===== src/rtl/branch_flag_unit.sv =====
// Branch flag unit: holds the comparator's one-hot flags and resolves conditional
// branch requests against them, driving a registered PC-load strobe and target.
module branch_flag_unit #(
  parameter int ADDR_W  = 16,
  parameter int TIMEOUT = 15,
  parameter bit STICKY  = 1'b0
) (
  input  logic              clk,
  input  logic              rst,
  input  logic              flags_valid,
  input  logic              equal,
  input  logic              greater,
  input  logic              less,
  input  logic              br_req,
  input  logic [2:0]        br_cond,
  input  logic [ADDR_W-1:0] br_target,
  output logic              br_ready,
  output logic              br_done,
  output logic              br_taken,
  output logic              pc_load,
  output logic [ADDR_W-1:0] pc_target,
  output logic [2:0]        flags_q,
  output logic              flags_ok,
  output logic              flag_err,
  output logic              br_timeout
);

  typedef enum logic [1:0] {
    IDLE,
    WAIT_FLAGS,
    RESOLVE
  } state_e;

  typedef enum logic [2:0] {
    COND_EQ     = 3'b000,
    COND_NE     = 3'b001,
    COND_GT     = 3'b010,
    COND_LT     = 3'b011,
    COND_GE     = 3'b100,
    COND_LE     = 3'b101,
    COND_ALWAYS = 3'b110,
    COND_NEVER  = 3'b111
  } cond_e;

  localparam int CNT_W = (TIMEOUT > 1) ? $clog2(TIMEOUT) : 1;

  // f is {equal, greater, less}
  function automatic logic eval_cond(input logic [2:0] cond, input logic [2:0] f);
    logic taken;
    taken = 1'b0;
    case (cond_e'(cond))
      COND_EQ:     taken = f[2];
      COND_NE:     taken = !f[2];
      COND_GT:     taken = f[1];
      COND_LT:     taken = f[0];
      COND_GE:     taken = f[1] | f[2];
      COND_LE:     taken = f[0] | f[2];
      COND_ALWAYS: taken = 1'b1;
      default:     taken = 1'b0;
    endcase
    return taken;
  endfunction

  // ALWAYS/NEVER do not depend on the flags and never consume them
  function automatic logic is_uncond(input logic [2:0] cond);
    return cond[2:1] == 2'b11;
  endfunction

  state_e              state_q, state_d;
  logic [CNT_W-1:0]    cnt_q, cnt_d;
  logic [2:0]          cond_q, cond_d;
  logic [ADDR_W-1:0]   target_q, target_d;
  logic [2:0]          flags_in;
  logic                flags_legal;
  logic                accept;
  logic                resolve_d;
  logic                taken_d;
  logic                timeout_d;

  assign flags_in    = {equal, greater, less};
  assign flags_legal = flags_valid && $onehot(flags_in);
  assign accept      = br_req && br_ready;

  // NOTE: every signal written here gets a default first so no latch is inferred.
  always_comb begin
    state_d   = state_q;
    cnt_d     = cnt_q;
    cond_d    = cond_q;
    target_d  = target_q;
    resolve_d = 1'b0;
    taken_d   = 1'b0;
    timeout_d = 1'b0;

    case (state_q)
      IDLE: begin
        if (accept) begin
          cond_d   = br_cond;
          target_d = br_target;
          if (flags_legal) begin
            resolve_d = 1'b1;
            taken_d   = eval_cond(br_cond, flags_in);
          end else if (is_uncond(br_cond) || flags_ok) begin
            resolve_d = 1'b1;
            taken_d   = eval_cond(br_cond, flags_q);
          end else begin
            state_d = WAIT_FLAGS;
            cnt_d   = '0;
          end
        end
      end
      WAIT_FLAGS: begin
        if (flags_legal) begin
          resolve_d = 1'b1;
          taken_d   = eval_cond(cond_q, flags_in);
        end else if (TIMEOUT != 0 && int'(cnt_q) == TIMEOUT - 1) begin
          resolve_d = 1'b1;
          timeout_d = 1'b1;
        end else begin
          cnt_d = cnt_q + 1'b1;
        end
      end
      RESOLVE: state_d = IDLE;
      default: state_d = IDLE;
    endcase

    if (resolve_d) state_d = RESOLVE;
  end

  // NOTE: sequential state uses non-blocking assignments so all registers update together.
  always_ff @(posedge clk or negedge rst) begin
    if (!rst) begin
      state_q  <= IDLE;
      cnt_q    <= '0;
      cond_q   <= '0;
      target_q <= '0;
    end else begin
      state_q  <= state_d;
      cnt_q    <= cnt_d;
      cond_q   <= cond_d;
      target_q <= target_d;
    end
  end

  // Resolution outputs are registered on the edge that enters RESOLVE
  always_ff @(posedge clk or negedge rst) begin
    if (!rst) begin
      br_ready   <= 1'b1;
      br_done    <= 1'b0;
      br_taken   <= 1'b0;
      pc_load    <= 1'b0;
      pc_target  <= '0;
      br_timeout <= 1'b0;
    end else begin
      br_ready   <= (state_d == IDLE);
      br_done    <= resolve_d;
      br_taken   <= taken_d;
      pc_load    <= resolve_d && taken_d;
      br_timeout <= timeout_d;
      if (resolve_d) pc_target <= target_d;
    end
  end

  // A legal capture wins over the consume-on-resolve clear
  always_ff @(posedge clk or negedge rst) begin
    if (!rst) begin
      flags_q  <= '0;
      flags_ok <= 1'b0;
      flag_err <= 1'b0;
    end else begin
      flag_err <= flags_valid && !$onehot(flags_in);
      if (flags_legal) begin
        flags_q  <= flags_in;
        flags_ok <= 1'b1;
      end else if (state_q == RESOLVE && !STICKY && !is_uncond(cond_q)) begin
        flags_ok <= 1'b0;
      end
    end
  end

endmodule


===== config.mk =====
export PLATFORM = sky130hd
export DESIGN_NAME = branch_flag_unit
export DESIGN_NICKNAME = d
export VERILOG_FILES = /design/src/rtl/branch_flag_unit.sv
export SDC_FILE = /design/constraint.sdc
export NUM_CORES = 1
export LEC_CHECK = 0
export CORE_UTILIZATION = 46
export CTS_BUF_LIST = sky130_fd_sc_hd__clkbuf_8
export CTS_CLUSTER_SIZE = 16
export DETAILED_ROUTE_END_ITERATION = 12
export PLACE_DENSITY_LB_ADDON = 0.1
export SLEW_MARGIN = 20
export SYNTH_ARGS = -nofsm -noshare
export SYNTH_HDL_FRONTEND = slang
export SYNTH_SLANG_ARGS = --single-unit

===== constraint.sdc =====
create_clock -name clk -period 1.8 [get_ports clk]
set_input_delay 0.45 -clock clk [delete_from_list [all_inputs] [get_ports clk]]
set_output_delay 0.45 -clock clk [all_outputs]
set_load 0.03 [all_outputs]

==> metrics <==
status finished with violations; failing checks setup timing; synth top area cells dfrtp_1 (56%), nand2_1 (9.8%), mux2_2 (9.1%), o21ai_0 (2.5%), inv_1 (1.8%); final wirelength 4.98 mm; final net count 322; first-pass GRT wire length 8.25 mm; Leak 1.78 nW; CTS tree yes; yosys warns 0; FILL cells 319; via count 1740; FP Rows 24; I/O Buffers 51; simple-gate area share of the yosys netlist 0.171; Syn Nets 240; Max Fclk 0.501 GHz; Synth Area in XOR/XNOR 0.00392; slowest stage delay, CP 0.50 ns; worst min path class input port to async pin; DR pass1 iterations 4; compound-gate portion of the synthesized area 0.0936; synth-to-layout area growth 49.1%; post-synthesis adder-cell area fraction 0.0258; DIE HEIGHT around 72 um; cell area after layout about 3300 sq um; Mean Syn Cell Area 10.6 sq um; Avg WL per Cell 14.4 um; die area 5140 sq um; Setup CP Type input port to flip-flop; DP Wirelength 3.41 mm; diodes inserted 0; most frequent cells in the layout nand2_1 (58), dfrtp_1 (50), clkdlybuf4s50_1 (27), buf_4 (27), mux2_4 (16); r2r worst-path depth 6; RePlAce Congestion 0.809; clk sink count 51; Clk pin slew, worst setup/hold paths roughly 0.090 ns; area of the mapped netlist 2230 sq um; DRC Markers 0; setup violators final 24; pin count of the biggest net entering global routing 23; RSZ-0062 raised after global routing true; Antenna Nets Post-Route 0; PwrDens between 1500 and 2000 nW/um^2; VDD IR max around 1.4 mV; WHS 0.0317 ns; crit path max-delay cell type fa_1; share of cells above drive strength 1 0.287; area leader, netlist dfrtp_1; io pins 52; H-tree levels 2; initial antenna violation count 0; dpl cell area 3010 sq um; CP Max Fanout 5; Yosys reg bits 51; Worst-Margin Slew a little under 0.5 ns; Seq/Total Area, Yosys 0.572; vias in the first global route 1780; Worst slew margin 0.675; Final min period 1.99 ns; data required time of the critical path 1.98 ns; CTS Buffer Depth 2; number of vias per cell between 5 and 6; Max Slew Vio Count 0; Root Driver clkbuf_8; CTS buffer count 5; Hold Vio Cnt, Final 0; initial core utilization 0.496; largest family of logic cells by synthesized area simple AND/OR/NAND/NOR gates; commonest non-fill, non-tap cell in the layout nand2_1; Overflow after GRT 0; Fin Clk Skew 0.00596 ns; crit path cell chain buf_8 > inv_4 > fa_1 > nand3b_1 > a21oi_2 > nor2_4 > clkbuf_16 > mux2_4; Starting DRT DRC Count 50; Mapped Cells 210; worst setup margin -0.194 ns; multiplexer share of the synthesized area 0.0970; die outline width ~72 um; Placed Cells 329; total track usage 0.204; Worst setup SP type input port; MaxCap Viol Count 0; Core ar. 4500 sq um; Critical Path AT 2.18 ns; final period utilization 1.11; final cell count without fillers 345; worst skew pair latency 0.29 ns; Netlist cell types 39; critical path endpoint category flip-flop; share of the synthesized area in the top cell type 0.561
-- area by class of cell --
class / instances / area [sq um] / area share
sequential: 51 / 1280 / 0.384
multi-input combinational: 140 / 1010 / 0.303
timing repair buffer: 83 / 835 / 0.251
inverter: 11 / 56.3 / 0.0169
clock inverter: 3 / 16.3 / 0.00489
clock buffer: 5 / 68.8 / 0.0207
tap: 52 / 65.1 / 0.0195
-- power breakdown --
part / switching, mW / internal (mW)
clock network: 0.359 / 0.267
logic: 1.35 / 1.26
registers: 0.264 / 1.64
total: 1.98 / 3.16
-- cells by family (layout without fill, tap and decap cells) --
group           Yosys count  count (layout)
buf+inv                  19             102
simple gates             84              84
fa+ha+maj                 4               4
xor+xnor                  1               1
mux                      19              19
compound gates           32              32
flops                    51              51
-- state kept, by name (all words and copies together) (netlist names) --
name        flops
br_done         1
br_ready        1
br_taken        1
br_timeout      1
cnt_q           4
cond_q          3
flag_err        1
flags_ok        1
flags_q         3
pc_load         1
pc_target      16
state_q         2
target_q       16
-- critical path: cells and delay by family --
| family | cells | cell delay (ns) |
|---|---|---|
| adders and majority gates | 1 | 0.50 |
| and+or+nand+nor | 2 | 0.38 |
| muxes | 1 | 0.29 |
| buffers and inverters | 3 | 0.28 |
| AOI/OAI and AO/OA | 1 | 0.27 |
-- Yosys cell counts --
master	number
xor2_1	1
a21oi_2	1
a21oi_1	6
dfrtp_1	50
o311ai_0	2
mux2_2	18
nand2b_1	2
a2111oi_0	1
nor2_1	6
a32o_1	2
nand4bb_1	1
o221ai_1	1
o21ai_0	11
and4bb_2	1
dfstp_2	1
o2bb2ai_1	1
buf_6	1
and3_1	1
nand2_1	58
inv_1	11
o41ai_1	1
clkbuf_2	1
clkbuf_1	5
o21ai_1	1
or4_1	3
ha_1	3
buf_2	1
nand3b_1	1
nand2b_2	1
a21boi_0	2
a211oi_1	1
mux2i_2	1
nor2_2	1
o31ai_1	2
and2_1	3
fa_1	1
or3_1	1
nand3_1	2
nor2b_1	3
-- worst paths after layout --
kind	start	to	slack (ns)
worst min register to register	target_q[13]	target_q[13]	0.48
worst min-delay path	rst	pc_target[13]	0.03
worst max-delay path	greater	pc_target[7]	-0.19
min in group clk	target_q[13]	target_q[13]	0.48
worst max register to register	cnt_q[1]	pc_target[7]	0.07
max in group asynchronous	rst	pc_target[12]	1.19
-- stage by stage --
| stage | util | worst slack [ns] | power (mW) | setup TNS [ns] |
|---|---|---|---|---|
| floorplan | - | -0.348 | 3.34 | -5.80 |
| global placement | 0.668 | -1.01 | 4.23 | -27.01 |
| detailed placement | 0.668 | -1.08 | 4.29 | -28.67 |
| CTS | 0.712 | -0.218 | 5.12 | -3.84 |
| global route | 0.739 | -0.300 | 5.47 | -6.30 |
| finish | 0.739 | -0.194 | 5.13 | -3.91 |
-- metal layers --
layer  wire, um  vias to the layer above  global-route usage
li1           -                      864                   -
met1       2420                      841               0.281
met2       2410                       33               0.347
met3        132                        2              0.0380
met4         19                        0              0.0327
met5          0                        -                   0
-- timing repair --
action	CTS	global route
cloned	1	0
hold buffers	0	0
endpoints found under the setup margin	36	39
endpoints found under the hold margin	0	0
setup buffers	4	5
resized for setup	46	28
pin swaps	8	7
(Power assumes the default switching activity.)
